--- config.mk ---
export PLATFORM = sky130hd
export DESIGN_NAME = bcd_to_binary_seq_flat
export DESIGN_NICKNAME = d
export VERILOG_FILES = /design/src/rtl/bcd_to_binary_seq_pkg.sv /design/src/rtl/bcd_to_binary_seq_if.sv /design/src/rtl/bcd_to_binary_seq_digit_adjust.sv /design/src/rtl/bcd_to_binary_seq.sv /design/src/flat_wrapper.sv
export SDC_FILE = /design/constraint.sdc
export NUM_CORES = 1
export LEC_CHECK = 0
export CAP_MARGIN = 30
export CORE_MARGIN = 5
export CORE_UTILIZATION = 39
export CTS_CLUSTER_DIAMETER = 50
export DETAILED_ROUTE_END_ITERATION = 10
export GPL_TIMING_DRIVEN = 0
export HOLD_SLACK_MARGIN = 0.1
export PLACE_DENSITY_LB_ADDON = 0.15
export SYNTH_ARGS = -nofsm -noshare
export SYNTH_HDL_FRONTEND = slang
export SYNTH_HIERARCHICAL = 1
export SYNTH_SLANG_ARGS = --single-unit
--- constraint.sdc ---
create_clock -name clk -period 1.7 [get_ports clk]
set_input_delay 0.51 -clock clk [delete_from_list [all_inputs] [get_ports clk]]
set_output_delay 0.51 -clock clk [all_outputs]
set_load 0.005 [all_outputs]
--- src/rtl/bcd_to_binary_seq_pkg.sv ---
// Shared definitions for the sequential BCD-to-binary converter.
//   state_t            : converter FSM states
//   BCD_DIGIT_W        : bits per BCD digit
//   BCD_MAX_DIGIT      : largest legal BCD digit value
//   BCD_ADJ            : correction subtracted from a digit after each right shift
//   bcd_digit_invalid  : 1 when a 4-bit digit is outside 0..9
package bcd_pkg;

  typedef enum logic [1:0] {
    IDLE,
    CONV,
    DONE
  } state_t;

  localparam int BCD_DIGIT_W   = 4;
  localparam int BCD_MAX_DIGIT = 9;
  localparam int BCD_ADJ       = 3;

  function automatic logic bcd_digit_invalid(input logic [3:0] digit);
    return digit > 4'(BCD_MAX_DIGIT);
  endfunction

endpackage

--- src/rtl/bcd_to_binary_seq_if.sv ---
// Handshake bundle for bcd_to_binary_seq.
//   in_valid / in_ready / bcd_input           : BCD word into the converter
//   out_valid / out_ready / binary_output /
//   bcd_error                                 : result out of the converter
// The converter uses the slave modport; the source/sink side uses master.
interface bcd_to_binary_seq_if #(
  parameter int DIGITS = 2,
  parameter int BIN_W  = 7
) ();

  logic                  in_valid;
  logic                  in_ready;
  logic [4*DIGITS-1:0]   bcd_input;
  logic                  out_valid;
  logic                  out_ready;
  logic [BIN_W-1:0]      binary_output;
  logic                  bcd_error;

  modport master (
    output in_valid,
    output bcd_input,
    output out_ready,
    input  in_ready,
    input  out_valid,
    input  binary_output,
    input  bcd_error
  );

  modport slave (
    input  in_valid,
    input  bcd_input,
    input  out_ready,
    output in_ready,
    output out_valid,
    output binary_output,
    output bcd_error
  );

endinterface

--- src/rtl/bcd_to_binary_seq_digit_adjust.sv ---
// One BCD digit correction cell for reverse double-dabble.
//   din  : digit after the right shift
//   dout : din - 3 when din >= 8, otherwise din unchanged
// A digit >= 8 after a shift means it received a carried-in half-ten (worth 5
// in decimal but 8 in binary), so 3 is removed to restore BCD weighting.
module bcd_digit_adjust
  import bcd_pkg::*;
(
  input  logic [3:0] din,
  output logic [3:0] dout
);

  assign dout = (din >= 4'd8) ? (din - 4'(BCD_ADJ)) : din;

endmodule

--- src/rtl/bcd_to_binary_seq.sv ---
// Sequential BCD-to-binary converter (reverse double-dabble).
//   clk  : clock, all state changes on the rising edge
//   rst  : synchronous active-high reset, aborts any conversion in flight
//   bus  : slave side of bcd_to_binary_seq_if
//          in_valid/in_ready/bcd_input accept a packed BCD word (digit 0 = ones)
//          out_valid/out_ready/binary_output/bcd_error return the result
// A valid word takes BIN_W shift/adjust iterations; a word containing a digit
// above 9 skips conversion and reports bcd_error with a zero result.
module bcd_to_binary_seq
  import bcd_pkg::*;
#(
  parameter int DIGITS = 2,
  parameter int BIN_W  = 7
) (
  input  logic               clk,
  input  logic               rst,
  bcd_to_binary_seq_if.slave bus
);

  localparam int BCD_W = BCD_DIGIT_W * DIGITS;
  localparam int SR_W  = BCD_W + BIN_W;
  localparam int CNT_W = $clog2(BIN_W + 1);
  localparam logic [CNT_W-1:0] LAST_ITER = CNT_W'(BIN_W - 1);

  state_t             state_reg;
  logic [SR_W-1:0]    sr_reg;
  logic [CNT_W-1:0]   cnt_reg;
  logic               in_ready_reg;
  logic               out_valid_reg;
  logic [BIN_W-1:0]   bin_out_reg;
  logic               err_reg;

  logic [SR_W-1:0]    sr_shift;
  logic [BCD_W-1:0]   bcd_adj;
  logic [SR_W-1:0]    sr_next;
  logic               input_invalid;

  // Shift the {bcd, bin} pair right; bcd LSB falls into bin MSB.
  assign sr_shift = sr_reg >> 1;

  generate
    for (genvar gi = 0; gi < DIGITS; gi++) begin : g_adj
      bcd_digit_adjust u_adj (
        .din  (sr_shift[BIN_W + BCD_DIGIT_W*gi +: BCD_DIGIT_W]),
        .dout (bcd_adj[BCD_DIGIT_W*gi +: BCD_DIGIT_W])
      );
    end
  endgenerate

  assign sr_next = {bcd_adj, sr_shift[BIN_W-1:0]};

  always_comb begin
    input_invalid = 1'b0;
    for (int k = 0; k < DIGITS; k++) begin
      if (bcd_digit_invalid(bus.bcd_input[BCD_DIGIT_W*k +: BCD_DIGIT_W])) begin
        input_invalid = 1'b1;
      end
    end
  end

  always_ff @(posedge clk) begin
    if (rst) begin
      state_reg     <= IDLE;
      sr_reg        <= '0;
      cnt_reg       <= '0;
      in_ready_reg  <= 1'b1;
      out_valid_reg <= 1'b0;
      bin_out_reg   <= '0;
      err_reg       <= 1'b0;
    end else begin
      case (state_reg)
        IDLE: begin
          if (bus.in_valid && in_ready_reg) begin
            in_ready_reg <= 1'b0;
            if (input_invalid) begin
              // out_valid is raised by DONE one edge later.
              state_reg   <= DONE;
              err_reg     <= 1'b1;
              bin_out_reg <= '0;
            end else begin
              state_reg <= CONV;
              sr_reg    <= {bus.bcd_input, BIN_W'(0)};
              cnt_reg   <= '0;
            end
          end
        end

        CONV: begin
          sr_reg  <= sr_next;
          cnt_reg <= cnt_reg + 1'b1;
          if (cnt_reg == LAST_ITER) begin
            // Present the result on the same edge as the final iteration.
            state_reg     <= DONE;
            out_valid_reg <= 1'b1;
            bin_out_reg   <= sr_next[BIN_W-1:0];
            err_reg       <= 1'b0;
          end
        end

        DONE: begin
          if (!out_valid_reg) begin
            out_valid_reg <= 1'b1;
          end else if (bus.out_ready) begin
            out_valid_reg <= 1'b0;
            in_ready_reg  <= 1'b1;
            state_reg     <= IDLE;
          end
        end

        default: begin
          state_reg <= IDLE;
        end
      endcase
    end
  end

  // Every legal input drains the BCD field to zero after BIN_W iterations.
  always_ff @(posedge clk) begin
    if (!rst && state_reg == CONV && cnt_reg == LAST_ITER) begin
      assert (sr_next[SR_W-1:BIN_W] == '0);
    end
  end

  assign bus.in_ready      = in_ready_reg;
  assign bus.out_valid     = out_valid_reg;
  assign bus.binary_output = bin_out_reg;
  assign bus.bcd_error     = err_reg;

endmodule

--- src/flat_wrapper.sv ---
// flat-port wrapper written by rule: the top's interface ports become plain ports
module bcd_to_binary_seq_flat import bcd_pkg::*;
#(
  parameter int DIGITS = 2,
  parameter int BIN_W  = 7
)
  (clk, rst, bus_in_valid, bus_bcd_input, bus_out_ready, bus_in_ready, bus_out_valid, bus_binary_output, bus_bcd_error);
  bcd_to_binary_seq_if #(.DIGITS(DIGITS), .BIN_W(BIN_W)) bus_i ();
  input  logic clk;
  input  logic rst;
  input wire logic [$bits(bus_i.in_valid)-1:0] bus_in_valid;
  input wire logic [$bits(bus_i.bcd_input)-1:0] bus_bcd_input;
  input wire logic [$bits(bus_i.out_ready)-1:0] bus_out_ready;
  output wire logic [$bits(bus_i.in_ready)-1:0] bus_in_ready;
  output wire logic [$bits(bus_i.out_valid)-1:0] bus_out_valid;
  output wire logic [$bits(bus_i.binary_output)-1:0] bus_binary_output;
  output wire logic [$bits(bus_i.bcd_error)-1:0] bus_bcd_error;
  assign bus_i.in_valid = bus_in_valid;
  assign bus_i.bcd_input = bus_bcd_input;
  assign bus_i.out_ready = bus_out_ready;
  assign bus_in_ready = bus_i.in_ready;
  assign bus_out_valid = bus_i.out_valid;
  assign bus_binary_output = bus_i.binary_output;
  assign bus_bcd_error = bus_i.bcd_error;
  bcd_to_binary_seq #(.DIGITS(DIGITS), .BIN_W(BIN_W)) u_core (.clk(clk), .rst(rst), .bus(bus_i));
endmodule
==> impl_metrics.yaml <==
run_status:
  status: "finished, final reports clean"
flow_run:
  drv_cap: 0
routing:
  vias_per_cell: 4.93
  drtIter0Drc: 54
  drt-pass1-iter-count: 4
  routedWlPerCell_um: 12.5
  drtAntennaViolNets: 0
  wl_mm: 3.05
  drc_errors: 0
  vias: 1203
power_and_ir_drop:
  p_int_mw: 1.33
  p_leak_nw: 0.761
  combinationalPowerShare_pct: 16.1
  sequentialPowerShare_pct: 42.8
  finalPower_mw: 1.78
  ir_drop_mv: 0.470
  switching_share_pct: 25.3
  powerDensity_nw_per_um2: 933
  clkPwrFrac_pct: 41.1
  p_switching_uw: 452
cells_and_area:
  layout.nets: 213
  utilization_pct: 53.1
  stdcell_count: 244
  design_area_um2: 1910
  synthToLayoutAreaGrowth_pct: 33.2
  largest_register_ffs: 14
  drive_above_1_share_pct: 17.3
  fillers: 355
  diodes: 0
yosys:
  synth_top_area_share_pct: 40.4
  synth_compound_area_share_pct: 28.0
  yosys_warnings: 6
  yosys.area_share.simple_pct: 16.7
  synthFlopType: "dfxtp_1"
  synth_xor_area_share_pct: 3.05
  synthTopCellsByCount: "dfxtp_1 (29), a21oi_1 (15), inv_1 (15), nand2_1 (14), nand2b_1 (12)"
  synth_seq_area_share_pct: 40.4
  synth_top_family_by_area: "compound AO/OA/AOI/OAI gates"
  yosys.area.top_type: "dfxtp_1"
  yosys.cell_types.count: 31
  syn-cell-area_um2: 1440
  yosysMostFrequentCell: "dfxtp_1"
  syn_inst: 158
  synth_edf_count: 0
  synth.area.top_cells: "dfxtp_1 (40%), a221oi_2 (8.4%), a21oi_1 (5.2%)"
  synthMuxAreaShare_pct: 0
  async_flop_share_pct: 0
  synth_area_per_cell_um2: 9.09
  ys_ff_latch: 29
  synth_fa_ha_area_share_pct: 5.23
clock_network:
  clkSinkCount: 29
  cts_root_buf: "clkbuf_8"
  cts_tree: "built"
  cts_htree_levels: 2
  cts_made_buffers: 5
  cts_buffer_depth: 2
  cts_hold_buffers: 0
  clk_pin_slew_ns: 0.06
  clock_latency_ns: 0.28
place:
  gp_congestion: 0.753
  portBuffers: 21
  dp_cells: 231
  dp_slack_ns: -0.607
  place_hpwl_mm: 2.09
  post_dp_cell_area_um2: 1720
worst_setup_path:
  cp_max_fo: 4
  slowest_delay_ns: 0.50
  cp-start-kind: "register"
  path_cells: "clkdlybuf4s50_1"
  critPathRequiredTime_ns: 1.19
  crit_buf_inv: 1
  crit_type: "reg2out"
  critPathSlowestCell: "clkdlybuf4s50_1"
  crit_family: "buffers and inverters"
  critPathCaptureType: "primary output"
  cp.arrival_ns: 1.13
sta:
  slew_headroom_pct: 65.2
  period_needed_ns: 1.64
  clock.fmax_mhz: 611
  finalClockSkew_ns: 0.00620
  slew_viol_final: 0
  whs_ns: 0.468
  finalSetupTns_ns: 0
  worstMarginPinSlew_ns: 0.520
  hold_viol: 0
  finalCritPeriodShare_pct: 96.3
  layout_setup_ws_ns: 0.0622
  setup_viol: 0
  rsz0062_at_grt: "no"
floorplanning:
  placement_rows: 22
  initial_utilization_pct: 39.8
  design.die.area_um2: 5000
  die_h_um: 70.7
  chipWidth_um: 70.7
  core_um2: 3610
  ioPinCount: 22
global_route:
  gr-total-overflow: 0
  first_global_vias: 1193
  antenna_found_initial: 0
  grt_pass1_wl_mm: 5.29
  grt_max_degree: 11
  grt_usage_pct: 13.0
worst_hold_path:
  hp-class: "reg2reg"
## area by class of cell
cell class                      count  area, um^2  area share [%]
Multi-Input combinational cell    111         813            42.5
Sequential cell                    29         586            30.6
Timing Repair Buffer               26         244            12.8
Clock buffer                        7        86.3            4.51
Tap cell                           48        60.1            3.14
Inverter                           15        56.3            2.94
Buffer                              7        37.5            1.96
Clock inverter                      1        30.0            1.57
## worst paths after layout
| path | from | slack (ns) | cells after the start | end |
|---|---|---|---|---|
| worst max register to register | u_core/state_reg[0] | 0.19 | 6 | u_core/cnt_reg[2] |
| worst min-delay path | u_core/sr_reg[4] | 0.47 | 2 | u_core/sr_reg[3] |
| worst min register to register | u_core/sr_reg[4] | 0.47 | 2 | u_core/sr_reg[3] |
| worst max-delay path | u_core/bus.out_valid | 0.06 | 1 | bus_out_valid |
## power groups by stage
stage	registers [mW]	logic (mW)	clock network, mW
2_1_floorplan	0.767	0.186	0
3_3_place_gp	0.775	0.265	0
3_5_place_dp	0.777	0.271	0
4_1_cts	0.763	0.292	0.755
5_1_grt	0.768	0.322	0.787
6_report	0.763	0.287	0.734
## cell usage in the layout (no fill, tap or decap), types with 2 or more instances in the layout
cell              n
nor2b_1           3
buf_4             5
xnor2_1           2
ha_1              6
conb_1            5
xor2_1            3
nand2_1          14
inv_1            15
clkbuf_1          4
nor3_1            2
o21ai_0          10
dlymetal6s2s_1    2
clkbuf_2          2
clkdlybuf4s50_1  12
nor2_1            9
dfxtp_1          27
a22o_1            7
a21oi_1          15
nand2b_1         12
a221oi_2          8
clkbuf_8          6
dlygate4sd2_1     7
## cells by family (layout without fill, tap and decap cells)
logic type	Yosys count	count (layout)
other cells	1	5
simple gates	46	46
buf+inv	22	56
compound gates	49	49
xor+xnor	5	5
flops	29	29
fa+ha+maj	6	6
## layer usage
layer | global-route usage (%) | vias up | wire (um)
li1 | - | 617 | -
met3 | 4.69 | 4 | 157
met5 | 0 | - | 0
met1 | 15.9 | 557 | 1400
met4 | 4.38 | 0 | 29
met2 | 21.2 | 25 | 1460
## repair_timing
| item | CTS | global route |
|---|---|---|
| resized for setup | 17 | 2 |
| setup buffers | 5 | 0 |
| pin swaps | 5 | 2 |
| setup endpoints to repair | 28 | 11 |
Note: power is estimated with default switching activity, not from simulation.
